## src/rtl/draw_pkg.sv

```systemverilog
// Shared drawing constants and the tile-reader state encoding.
package draw_pkg;

   localparam int TILE_W   = 4;
   localparam int SCREEN_W = 160;
   localparam int SCREEN_H = 120;

   typedef enum logic [1:0] {
      IDLE  = 2'd0,
      ISSUE = 2'd1,
      DRAIN = 2'd2,
      DONE  = 2'd3
   } state_t;

endpackage

```

## src/rtl/read_tag_pipe.sv

```systemverilog
// Delay line carrying a valid flag and 4-bit pixel index alongside each
// outstanding memory read, so returning data can be steered into its tile slot.
module read_tag_pipe #(
   parameter int READ_LATENCY = 1
) (
   input  logic       clk,
   input  logic       reset,
   input  logic       in_valid,
   input  logic [3:0] in_index,
   output logic       out_valid,
   output logic [3:0] out_index
);

   logic [READ_LATENCY-1:0]      valid_reg;
   logic [READ_LATENCY-1:0][3:0] index_reg;

   // Advance every tag one stage per clock; reset empties the line so that
   // data still in flight from an aborted tile is never written.
   always_ff @(posedge clk or posedge reset) begin
      if (reset) begin
         valid_reg <= '0;
         index_reg <= '0;
      end else begin
         valid_reg[0] <= in_valid;
         index_reg[0] <= in_index;
         for (int i = 1; i < READ_LATENCY; i++) begin
            valid_reg[i] <= valid_reg[i-1];
            index_reg[i] <= index_reg[i-1];
         end
      end
   end

   assign out_valid = valid_reg[READ_LATENCY-1];
   assign out_index = index_reg[READ_LATENCY-1];

endmodule

```

## src/rtl/square_reader.sv

```systemverilog
// Reads a 4x4 pixel tile from a latency-READ_LATENCY pixel memory, row-major,
// and assembles it into a 48-bit word (3 bits per pixel, pixel 0 in the LSBs).
// Optional build macro SQUARE_READER_CLIP_EN: pixels falling off the 160x120
// screen are not read and their slots load 3'b000; timing is unchanged.
module square_reader
   import draw_pkg::*;
#(
   parameter int READ_LATENCY = 1   // legal range 1..3
) (
   input  logic        clk,
   input  logic        reset,
   input  logic        go,
   input  logic [7:0]  x_coords,
   input  logic [6:0]  y_coords,
   output logic        rd_en,
   output logic [7:0]  rd_x,
   output logic [6:0]  rd_y,
   input  logic [2:0]  rd_colour,
   output logic [47:0] tile,
   output logic        busy,
   output logic        done
);

   state_t      state_reg, state_next;
   logic [7:0]  base_x_reg;
   logic [6:0]  base_y_reg;
   logic [3:0]  pix_idx_reg;
   logic [1:0]  drain_cnt_reg;
   logic [47:0] tile_reg;

   logic        issuing;
   logic        accept;
   logic        in_range;
   logic [1:0]  x_off;
   logic [1:0]  y_off;
   logic        tag_valid;
   logic [3:0]  tag_index;
   logic [5:0]  slot_lsb;

   // Pixel index doubles as the row-major offset pair.
   assign x_off   = pix_idx_reg[1:0];
   assign y_off   = pix_idx_reg[3:2];
   assign issuing = (state_reg == ISSUE);
   assign accept  = (state_reg == IDLE) && go;

`ifdef SQUARE_READER_CLIP_EN
   logic [8:0] sum_x_wide;
   logic [7:0] sum_y_wide;
   assign sum_x_wide = {1'b0, base_x_reg} + {7'b0, x_off};
   assign sum_y_wide = {1'b0, base_y_reg} + {6'b0, y_off};
   assign in_range   = (sum_x_wide <= 9'(SCREEN_W - 1)) && (sum_y_wide <= 8'(SCREEN_H - 1));
`else
   assign in_range = 1'b1;
`endif

   // Addresses wrap at their port width; outside ISSUE they rest on the base.
   assign rd_x  = issuing ? (base_x_reg + {6'b0, x_off}) : base_x_reg;
   assign rd_y  = issuing ? (base_y_reg + {5'b0, y_off}) : base_y_reg;
   assign rd_en = issuing && in_range;
   assign tile  = tile_reg;

   // State register.
   always_ff @(posedge clk or posedge reset) begin
      if (reset) begin
         state_reg <= IDLE;
      end else begin
         state_reg <= state_next;
      end
   end

   // Next-state and status outputs.
   always_comb begin
      state_next = state_reg;
      busy       = 1'b1;
      done       = 1'b0;
      case (state_reg)
         IDLE: begin
            busy = 1'b0;
            if (go) state_next = ISSUE;
         end
         ISSUE: begin
            if (pix_idx_reg == 4'd15) state_next = DRAIN;
         end
         DRAIN: begin
            if (drain_cnt_reg == 2'(READ_LATENCY - 1)) state_next = DONE;
         end
         DONE: begin
            done       = 1'b1;
            state_next = IDLE;
         end
         default: state_next = IDLE;
      endcase
   end

   // Slot of the emerging tag: 3 * index.
   assign slot_lsb = {2'b00, tag_index} + {1'b0, tag_index, 1'b0};

   // Latch the base on go, walk the 16 pixels, time the drain and capture
   // returning colours into their slots.
   always_ff @(posedge clk or posedge reset) begin
      if (reset) begin
         base_x_reg    <= '0;
         base_y_reg    <= '0;
         pix_idx_reg   <= '0;
         drain_cnt_reg <= '0;
         tile_reg      <= '0;
      end else begin
         if (accept) begin
            base_x_reg  <= x_coords;
            base_y_reg  <= y_coords;
            pix_idx_reg <= '0;
            tile_reg    <= '0;
         end
         if (issuing) pix_idx_reg <= pix_idx_reg + 4'd1;
         if (state_reg == DRAIN) drain_cnt_reg <= drain_cnt_reg + 2'd1;
         else                    drain_cnt_reg <= '0;
         if (tag_valid) tile_reg[slot_lsb +: 3] <= rd_colour;
      end
   end

   read_tag_pipe #(
      .READ_LATENCY(READ_LATENCY)
   ) u_tag_pipe (
      .clk      (clk),
      .reset    (reset),
      .in_valid (rd_en),
      .in_index (pix_idx_reg),
      .out_valid(tag_valid),
      .out_index(tag_index)
   );

endmodule

```

## config.mk

```make
export PLATFORM = sky130hd
export DESIGN_NAME = square_reader
export DESIGN_NICKNAME = d
export VERILOG_FILES = /design/src/rtl/draw_pkg.sv /design/src/rtl/read_tag_pipe.sv /design/src/rtl/square_reader.sv
export SDC_FILE = /design/constraint.sdc
export NUM_CORES = 1
export LEC_CHECK = 0
export ABC_AREA = 1
export CAP_MARGIN = 5
export CORE_ASPECT_RATIO = 1.5
export CORE_UTILIZATION = 45
export CTS_CLUSTER_SIZE = 14
export DETAILED_ROUTE_END_ITERATION = 6
export PLACE_DENSITY = 0.82
export SLEW_MARGIN = 20
export SYNTH_ARGS = -nofsm -noshare
export SYNTH_HDL_FRONTEND = slang
export SYNTH_SLANG_ARGS = --single-unit
```

## constraint.sdc

```tcl
create_clock -name clk -period 2.2 [get_ports clk]
set_input_delay 0.33 -clock clk [delete_from_list [all_inputs] [get_ports clk]]
set_output_delay 0.33 -clock clk [all_outputs]
set_load 0.005 [all_outputs]
```

==> flow_metrics.env, run 1 <==
export IMPL_worstSetupStartpointType="flip-flop"
export IMPL_status="finished, violations left"
export IMPL_grt_overflow=0
export IMPL_rsz0062_at_grt="true"
export IMPL_cts_root_buf="clkbuf_16"
export IMPL_drive_above_1_share_pct=37.29
export IMPL_dp_cells=851
export IMPL_worstRegToRegCells=16
export IMPL_dieArea_um2=10620
export IMPL_dr_pass1_iters=7
export IMPL_synth_most_common_cell="nand2_1"
export IMPL_portBuffers=86
export IMPL_vias=5098
export IMPL_arrival_ns=2.57
export IMPL_setup_ws_ns=-0.1426
export IMPL_place_area_um2=6153
export IMPL_worstSkewPairLatency_ns=0.34
export IMPL_clock_path_buffers=2
export IMPL_cts_buffers=9
export IMPL_ys_warn_count=0
export IMPL_violations="DRC, setup timing"
export IMPL_worstSetupPathType="reg2reg"
export IMPL_synth_distinct_cells=41
export IMPL_start_util_pct=46.86
export IMPL_synth_top_cell_by_area="dfrtp_1"
export IMPL_min_path_type="in2async"
export IMPL_slew_viol_final=0
export IMPL_antenna_found_initial=0
export IMPL_fin_nets=812
export IMPL_slew_headroom_pct=61.90
export IMPL_synth_area_top_cells="dfrtp_1 (41%), nand2_1 (14%), nand3_1 (7.1%)"
export IMPL_place_congestion=0.9180
export IMPL_rows=44
export IMPL_dp_slack_ns=-0.3184
export IMPL_grt_max_degree=77
export IMPL_cts_sinks=76
export IMPL_ant_nets=0
export IMPL_yosysTopAreaCellShare_pct=41.42
export IMPL_drc=8
export IMPL_cap_violations=0
export IMPL_drtIter0Drc=364
export IMPL_clk_pin_slew_worst_paths_ns=0.06
export IMPL_viasPerCell=5.728
export IMPL_tightest_slew_ns=0.5680
export IMPL_wirelength_um=16310
export IMPL_crit_start="u_tag_pipe.out_index[2]"
export IMPL_cts_htree_levels=3
export IMPL_grt_pass1_vias=5194
export IMPL_area_growth_pct=64.11
export IMPL_grt_pass1_wl_um=24410
export IMPL_seq_area_frac_synth_pct=41.42
export IMPL_largest_reg_flops=48
export IMPL_async_flop_share_pct=100.0
export IMPL_fin_skew_ns=0.004104
export IMPL_pin_count=87
export IMPL_r2r_end="tile[1]"
export IMPL_fp_dieH_um=125.7
export IMPL_setup_violations=44
export IMPL_avgSynthCellArea_um2=7.770
export IMPL_r2r_setup_slack_ns=-0.14
export IMPL_synth_common_cells="nand2_1 (168), dfrtp_1 (76), nand3_1 (65)"
export IMPL_endpoint="tile[1]"
export IMPL_synth_seq_cells=76
export IMPL_netlist_area_um2=4592
export IMPL_timing_rr_start="u_tag_pipe.out_index[2]"
export IMPL_postSynthCellCount=591
export IMPL_maxClockFrequency_ghz=0.4269
export IMPL_synth_fp_nets=632
export IMPL_hold_viol_final=0
export IMPL_cts_tree="built"
export IMPL_wl_per_cell_um=18.32
export IMPL_final_util_pct=76.90
export IMPL_design_core_area_um2=9799
export IMPL_layoutNonFillerInstCount=890
export IMPL_hpwl_um=10400
export IMPL_period_share_pct=106.5
export IMPL_die_w_um=84.48
export IMPL_synthFlopType="dfrtp_1"
export IMPL_fin_area_um2=7536
export IMPL_crit_required_ns=2.43
export IMPL_track_usage_pct=29.59
export IMPL_cp_end_kind="flip-flop"
export IMPL_crit_fanout=7
export IMPL_synth_edff_count=0
export IMPL_fin_crit_ns=2.343
export IMPL_n_antenna_cell=0
placed cells by master (no fill, tap or decap), types with 4 or more instances in the layout:
| cell type | instances |
|---|---|
| buf_6 | 21 |
| o211ai_1 | 4 |
| nand3_1 | 41 |
| nand3b_1 | 9 |
| clkinv_8 | 6 |
| clkbuf_16 | 9 |
| a21oi_1 | 5 |
| buf_2 | 10 |
| nor2_4 | 22 |
| o21ai_1 | 28 |
| nor2_1 | 13 |
| inv_4 | 4 |
| nand2_8 | 6 |
| nand2_2 | 19 |
| xor2_1 | 6 |
| nand3_2 | 22 |
| buf_12 | 6 |
| buf_4 | 70 |
| nor3_4 | 5 |
| inv_2 | 9 |
| nand4_1 | 16 |
| nand2_1 | 127 |
| xnor2_1 | 4 |
| o21ai_2 | 14 |
| nand2_4 | 26 |
| o21ai_0 | 21 |
| inv_1 | 43 |
| clkdlybuf4s50_1 | 71 |
| nor2_2 | 9 |
| ha_4 | 4 |
| dfrtp_1 | 76 |
| ha_1 | 11 |
area by class of cell:
class,instances,area [um2]
timing repair inverter,2,32.53
inverter,62,301.5
clock buffer,10,239.0
multi-input combinational,437,3129
clock inverter,5,100.1
timing repair buffer,183,1688
tap,115,143.9
fill,598,2263
sequential,76,1902
cell families after synthesis:
| kind of cell | Yosys count | synth area share [%] |
|---|---|---|
| AOI/OAI and AO/OA | 80 | 9.401 |
| xor gates and xnor gates | 12 | 2.698 |
| adders and majority gates | 20 | 5.777 |
| buffers and inverters | 78 | 7.630 |
| DFF | 76 | 41.42 |
| muxes | 1 | 0.2180 |
| and+or+nand+nor | 324 | 32.86 |
worst min path at each step:
stage | from | endpoint | cells past startpoint
after floorplan | drain_cnt_reg[0] | drain_cnt_reg[0] | 1
final | reset | drain_cnt_reg[0] | 3
after CTS | drain_cnt_reg[0] | drain_cnt_reg[0] | 1
after global routing | drain_cnt_reg[0] | drain_cnt_reg[0] | 1
after detailed placement | drain_cnt_reg[0] | drain_cnt_reg[0] | 1
after global placement | drain_cnt_reg[0] | drain_cnt_reg[0] | 1
worst max-delay path, cell delays in order, from the launching register on:
cell      delay (ns)
dfrtp_1         0.38
inv_2           0.09
ha_4            0.21
ha_4            0.34
nand2_4         0.06
nor2_4          0.10
nand2_4         0.10
nand2_8         0.12
clkinv_8        0.08
nand2_8         0.10
nor2_8          0.07
nand2_8         0.13
clkinv_8        0.10
nand2_1         0.08
o21ai_1         0.09
nand2_1         0.09
nand2_1         0.06
layer usage:
metal | vias to the layer above | global-route usage (%) | part of all wire [%] | wire length (um)
met5 | - | 0 | 0 | 0
met4 | 0 | 23.43 | 6.9 | 1132
met3 | 92 | 4.325 | 5.8 | 952
met2 | 287 | 54.90 | 54 | 8822
met1 | 2418 | 28.74 | 33 | 5402
li1 | 2301 | - | - | -
timing repair:
action / 4_1_cts / 5_1_grt
endpoints found under the setup margin: 59 / 60
gates cloned: 2 / 0
resized for setup: 187 / 105
pin swaps: 65 / 56
hold buffers: 0 / 0
setup buffers: 16 / 8
stage by stage:
stage / setup TNS (ns) / hold WS (ns)
floorplan: 0 / 0.4012
detailed placement: -4.018 / 0.4251
CTS: -1.651 / 0.4323
global placement: -1.463 / 0.4115
global route: -8.191 / 0.4485
finish: -2.739 / 0.4205
Power of run 1 is left out: the tool's default activity adds up to more than one toggle a clock period on the data nets, which glitch-free logic cannot reach.
==> inputs of run 2 (changes only) <==
- CORE_UTILIZATION: 45 -> 38
- PLACE_DENSITY: 0.82 -> 0.73
- REMOVE_ABC_BUFFERS: unset -> 1
==> run 2 against run 1 <==
  * The run ends with setup timing left
  * Via count fell by 2.1%
  * Sequential share of layout area fell by 1.4 points
  * Clock-buffer cell count did not move
  * Core utilization fell by 8.3 points
==> flow_metrics.env, run 2 (synthesis results as in run 1) <==
export IMPL_track_usage_pct=22.71
export IMPL_maxClockFrequency_ghz=0.4173
export IMPL_rows=48
export IMPL_hpwl_um=10270
export IMPL_slew_headroom_pct=66.58
export IMPL_period_share_pct=108.9
export IMPL_portBuffers=86
export IMPL_fin_nets=838
export IMPL_use_met3_pct=4.444
export IMPL_place_congestion=0.8533
export IMPL_grt_pass1_vias=4815
export IMPL_ant_nets=0
export IMPL_min_path_type="in2async"
export IMPL_fin_skew_ns=0.007311
export IMPL_violations="setup timing"
export IMPL_antenna_found_initial=0
export IMPL_largest_reg_flops=48
export IMPL_timing_rr_start="u_tag_pipe.out_index[2]"
export IMPL_setup_ws_ns=-0.1965
export IMPL_vias=4990
export IMPL_drc=0
export IMPL_setup_violations=55
export IMPL_status="finished, violations left"
export IMPL_drive_above_1_share_pct=43.52
export IMPL_area_growth_pct=73.98
export IMPL_fin_hold_ws_ns=0.4261
export IMPL_grt_busiest_layer="met2"
export IMPL_arrival_ns=2.07
export IMPL_dp_cells=899
export IMPL_grt_overflow=0
export IMPL_dieArea_um2=12540
export IMPL_hold_viol_final=0
export IMPL_layoutNonFillerInstCount=952
export IMPL_r2r_setup_slack_ns=-0.15
export IMPL_worstSkewPairLatency_ns=0.34
export IMPL_crit_fanout=2
export IMPL_final_common_cell="nand2_1"
export IMPL_grt_use_met1_pct=23.59
export IMPL_clock_path_buffers=2
export IMPL_fp_dieH_um=136.6
export IMPL_pin_count=87
export IMPL_fin_crit_ns=2.397
export IMPL_tightest_slew_ns=0.5008
export IMPL_cp_end_kind="output pin"
export IMPL_cts_htree_levels=3
export IMPL_rsz0062_at_grt="true"
export IMPL_grt_pass1_wl_um=22310
export IMPL_crit_required_ns=1.87
export IMPL_cts_buffers=9
export IMPL_drtIter0Drc=236
export IMPL_cts_tree="built"
export IMPL_clk_pin_slew_worst_paths_ns=0.06
export IMPL_worstSetupStartpointType="flip-flop"
export IMPL_dr_pass1_iters=5
export IMPL_worstSetupPathType="reg2out"
export IMPL_design_core_area_um2=11650
export IMPL_wirelength_um=15920
export IMPL_crit_start="pix_idx_reg[2]"
export IMPL_mostFrequentLayoutCells="nand2_1 (115), buf_4 (83), dfrtp_1 (76), clkdlybuf4s50_1 (73), inv_1 (40)"
export IMPL_final_util_pct=68.57
export IMPL_start_util_pct=39.41
export IMPL_viasPerCell=5.242
export IMPL_met2_usage_pct=43.44
export IMPL_wl_per_cell_um=16.73
export IMPL_die_w_um=91.76
export IMPL_cts_root_buf="clkbuf_16"
export IMPL_cts_sinks=76
export IMPL_n_antenna_cell=0
export IMPL_cts_hold_buf=0
export IMPL_dp_slack_ns=-0.2741
export IMPL_slew_viol_final=0
export IMPL_grt_max_degree=40
export IMPL_cap_violations=0
run 2: worst max-delay path, stage by stage, from the launching register on:
cell and delay [ns]:
dfrtp_1 0.39, ha_4 0.18, inv_4 0.03, fa_2 0.41, nor3_4 0.16, buf_4 0.13
nand4_1 0.11, xnor2_1 0.18, buf_2 0.14
run 2: path summary, 6_finish.rpt:
kind,to,cells after the start
setup / recovery,rd_y[6],8
hold / removal,base_y_reg[4],3
setup reg to reg,tile[33],16
hold reg to reg,drain_cnt_reg[0],1
max in group asynchronous,tile[2],3
min in group clk,drain_cnt_reg[0],1
run 2: what timing repair did:
action,CTS,global route
gates resized for setup,105,251
gates cloned,1,1
buffers inserted,11,29
endpoints found under the hold margin,0,0
endpoints found under the setup margin,62,62
pin swaps,28,86
run 2: stage by stage:
step	instance area [um2]	TNS [ns]
after floorplan	4497	-18.82
after detailed placement	6246	-9.586
after global placement	6246	-5.858
after CTS	6807	-0.9591
final	7989	-4.484
after global routing	7989	-9.471
run 2: cell type report:
cell class | instances | area [um2]
fillers | 814 | 3662
multi-input cells | 437 | 3303
repair buffers | 209 | 1944
flip-flops and latches | 76 | 1902
inverters | 62 | 307.8
clock buffers | 10 | 229.0
well taps | 150 | 187.7
clock inverters | 6 | 87.58
repair inverters | 2 | 27.53
run 2: routing by layer:
| metal | share of wire, % | vias up |
|---|---|---|
| met5 | 0 | - |
| met4 | 4.1 | 0 |
| met3 | 4.9 | 50 |
| met2 | 56 | 182 |
| met1 | 35 | 2389 |
| li1 | - | 2369 |
Power of run 2 is left out for the same reason.
==> inputs of run 3 (changes only) <==
- SETUP_SLACK_MARGIN: unset -> 0.05
==> run 3 against run 2 <==
  * The flow still finishes with violations (setup timing)
  * Critical path depth unchanged
  * Worst setup slack improved by 0.023 ns
  * Via count increased by 0.90%
  * Register-to-register slack about the same
  * Critical endpoint unchanged
==> flow_metrics.env, run 3 (synthesis results as in run 1) <==
export IMPL_grt_pass1_vias=4970
export IMPL_grt_pass1_wl_um=23340
export IMPL_period_share_pct=107.9
export IMPL_violations="setup timing"
export IMPL_wl_per_cell_um=17.00
export IMPL_drc=0
export IMPL_final_util_pct=68.66
export IMPL_start_util_pct=39.41
export IMPL_cts_sinks=76
export IMPL_crit_required_ns=1.87
export IMPL_r2r_end="tile[28]"
export IMPL_rows=48
export IMPL_vias=5035
export IMPL_dieArea_um2=12540
export IMPL_tightest_slew_ns=0.4932
export IMPL_n_antenna_cell=0
export IMPL_final_common_cell="nand2_1"
export IMPL_ant_nets=0
export IMPL_r2r_setup_slack_ns=-0.16
export IMPL_min_path_type="in2async"
export IMPL_cts_buffers=9
export IMPL_maxClockFrequency_ghz=0.4214
export IMPL_place_congestion=0.8533
export IMPL_rsz0062_at_grt="true"
export IMPL_crit_fanout=2
export IMPL_cts_htree_levels=3
export IMPL_status="finished, violations left"
export IMPL_cap_violations=0
export IMPL_area_growth_pct=74.22
export IMPL_setup_ws_ns=-0.1733
export IMPL_fin_skew_ns=0.007495
export IMPL_fin_nets=842
export IMPL_drive_above_1_share_pct=44.91
export IMPL_clk_pin_slew_worst_paths_ns=0.06
export IMPL_mostFrequentLayoutCells="nand2_1 (116), buf_4 (80), dfrtp_1 (76), clkdlybuf4s50_1 (72), buf_6 (42)"
export IMPL_portBuffers=86
export IMPL_hpwl_um=10270
export IMPL_clock_path_buffers=2
export IMPL_wirelength_um=16250
export IMPL_die_w_um=91.76
export IMPL_antenna_found_initial=0
export IMPL_worstSetupStartpointType="flip-flop"
export IMPL_worstSkewPairLatency_ns=0.34
export IMPL_grt_overflow=0
export IMPL_setup_violations=55
export IMPL_worstRegToRegCells=14
export IMPL_slew_headroom_pct=67.12
export IMPL_fp_dieH_um=136.6
export IMPL_dp_slack_ns=-0.2741
export IMPL_worstSetupPathType="reg2out"
export IMPL_cts_root_buf="clkbuf_16"
export IMPL_hold_viol_final=0
export IMPL_viasPerCell=5.267
export IMPL_slew_viol_final=0
export IMPL_arrival_ns=2.04
export IMPL_largest_reg_flops=48
export IMPL_dr_pass1_iters=5
export IMPL_design_core_area_um2=11650
export IMPL_pin_count=87
export IMPL_fin_crit_ns=2.373
export IMPL_timing_rr_start="u_tag_pipe.out_index[2]"
export IMPL_cp_end_kind="output pin"
export IMPL_drtIter0Drc=275
export IMPL_grt_max_degree=40
export IMPL_track_usage_pct=23.82
export IMPL_cts_tree="built"
-- run 3: worst max-delay path, stage by stage (launching register included) --
cell and delay (ns):
dfrtp_1 0.35, ha_2 0.19, inv_2 0.04, fa_2 0.41, nor3_4 0.14, buf_4 0.14, nand4_1 0.11, xnor2_1 0.18
buf_2 0.14
-- run 3: routing by layer --
metal,up-vias,track usage [%],routed length [um]
li1,2366,-,-
met1,2418,24.73,5804
met2,189,44.61,8811
met3,62,4.944,809
met4,0,12.85,823
met5,-,0,0
-- run 3: worst max path at each step --
stage	startpoint	endpoint	slack (ns)	cells after the start
floorplan	u_tag_pipe.out_index[2]	tile[31]	-0.38	11
global placement	u_tag_pipe.out_index[2]	tile[1]	-0.24	12
detailed placement	base_y_reg[0]	rd_y[6]	-0.27	7
CTS	base_y_reg[0]	rd_y[6]	-0.17	8
global route	u_tag_pipe.out_index[2]	tile[25]	-0.27	12
finish	pix_idx_reg[2]	rd_y[6]	-0.17	8
-- run 3: metrics by stage --
step	cells	cell area [um2]	hold slack [ns]	setup TNS, ns
2_1_floorplan	575	4497	0.4012	-18.82
3_3_place_gp	899	6246	0.4112	-5.858
3_5_place_dp	899	6246	0.4209	-9.586
4_1_cts	934	7117	0.4283	-0.9444
5_1_grt	956	8000	0.4417	-10.02
6_report	956	8000	0.4266	-4.965
-- run 3: repair_timing --
item | CTS | global route
buffers inserted | 20 | 26
pin swaps | 54 | 96
gates resized for setup | 178 | 187
hold buffers | 0 | 0
endpoints found under the setup margin | 63 | 61
cloned | 2 | 0
-- run 3: layout make-up --
type	count	area, um2
clock inverters	6	87.58
repair buffers	213	1974
repair inverters	2	23.77
inverters	62	302.8
well taps	150	187.7
fillers	837	3651
flip-flops and latches	76	1902
multi-input cells	437	3293
clock buffers	10	229.0
Power of run 3 is left out for the same reason.
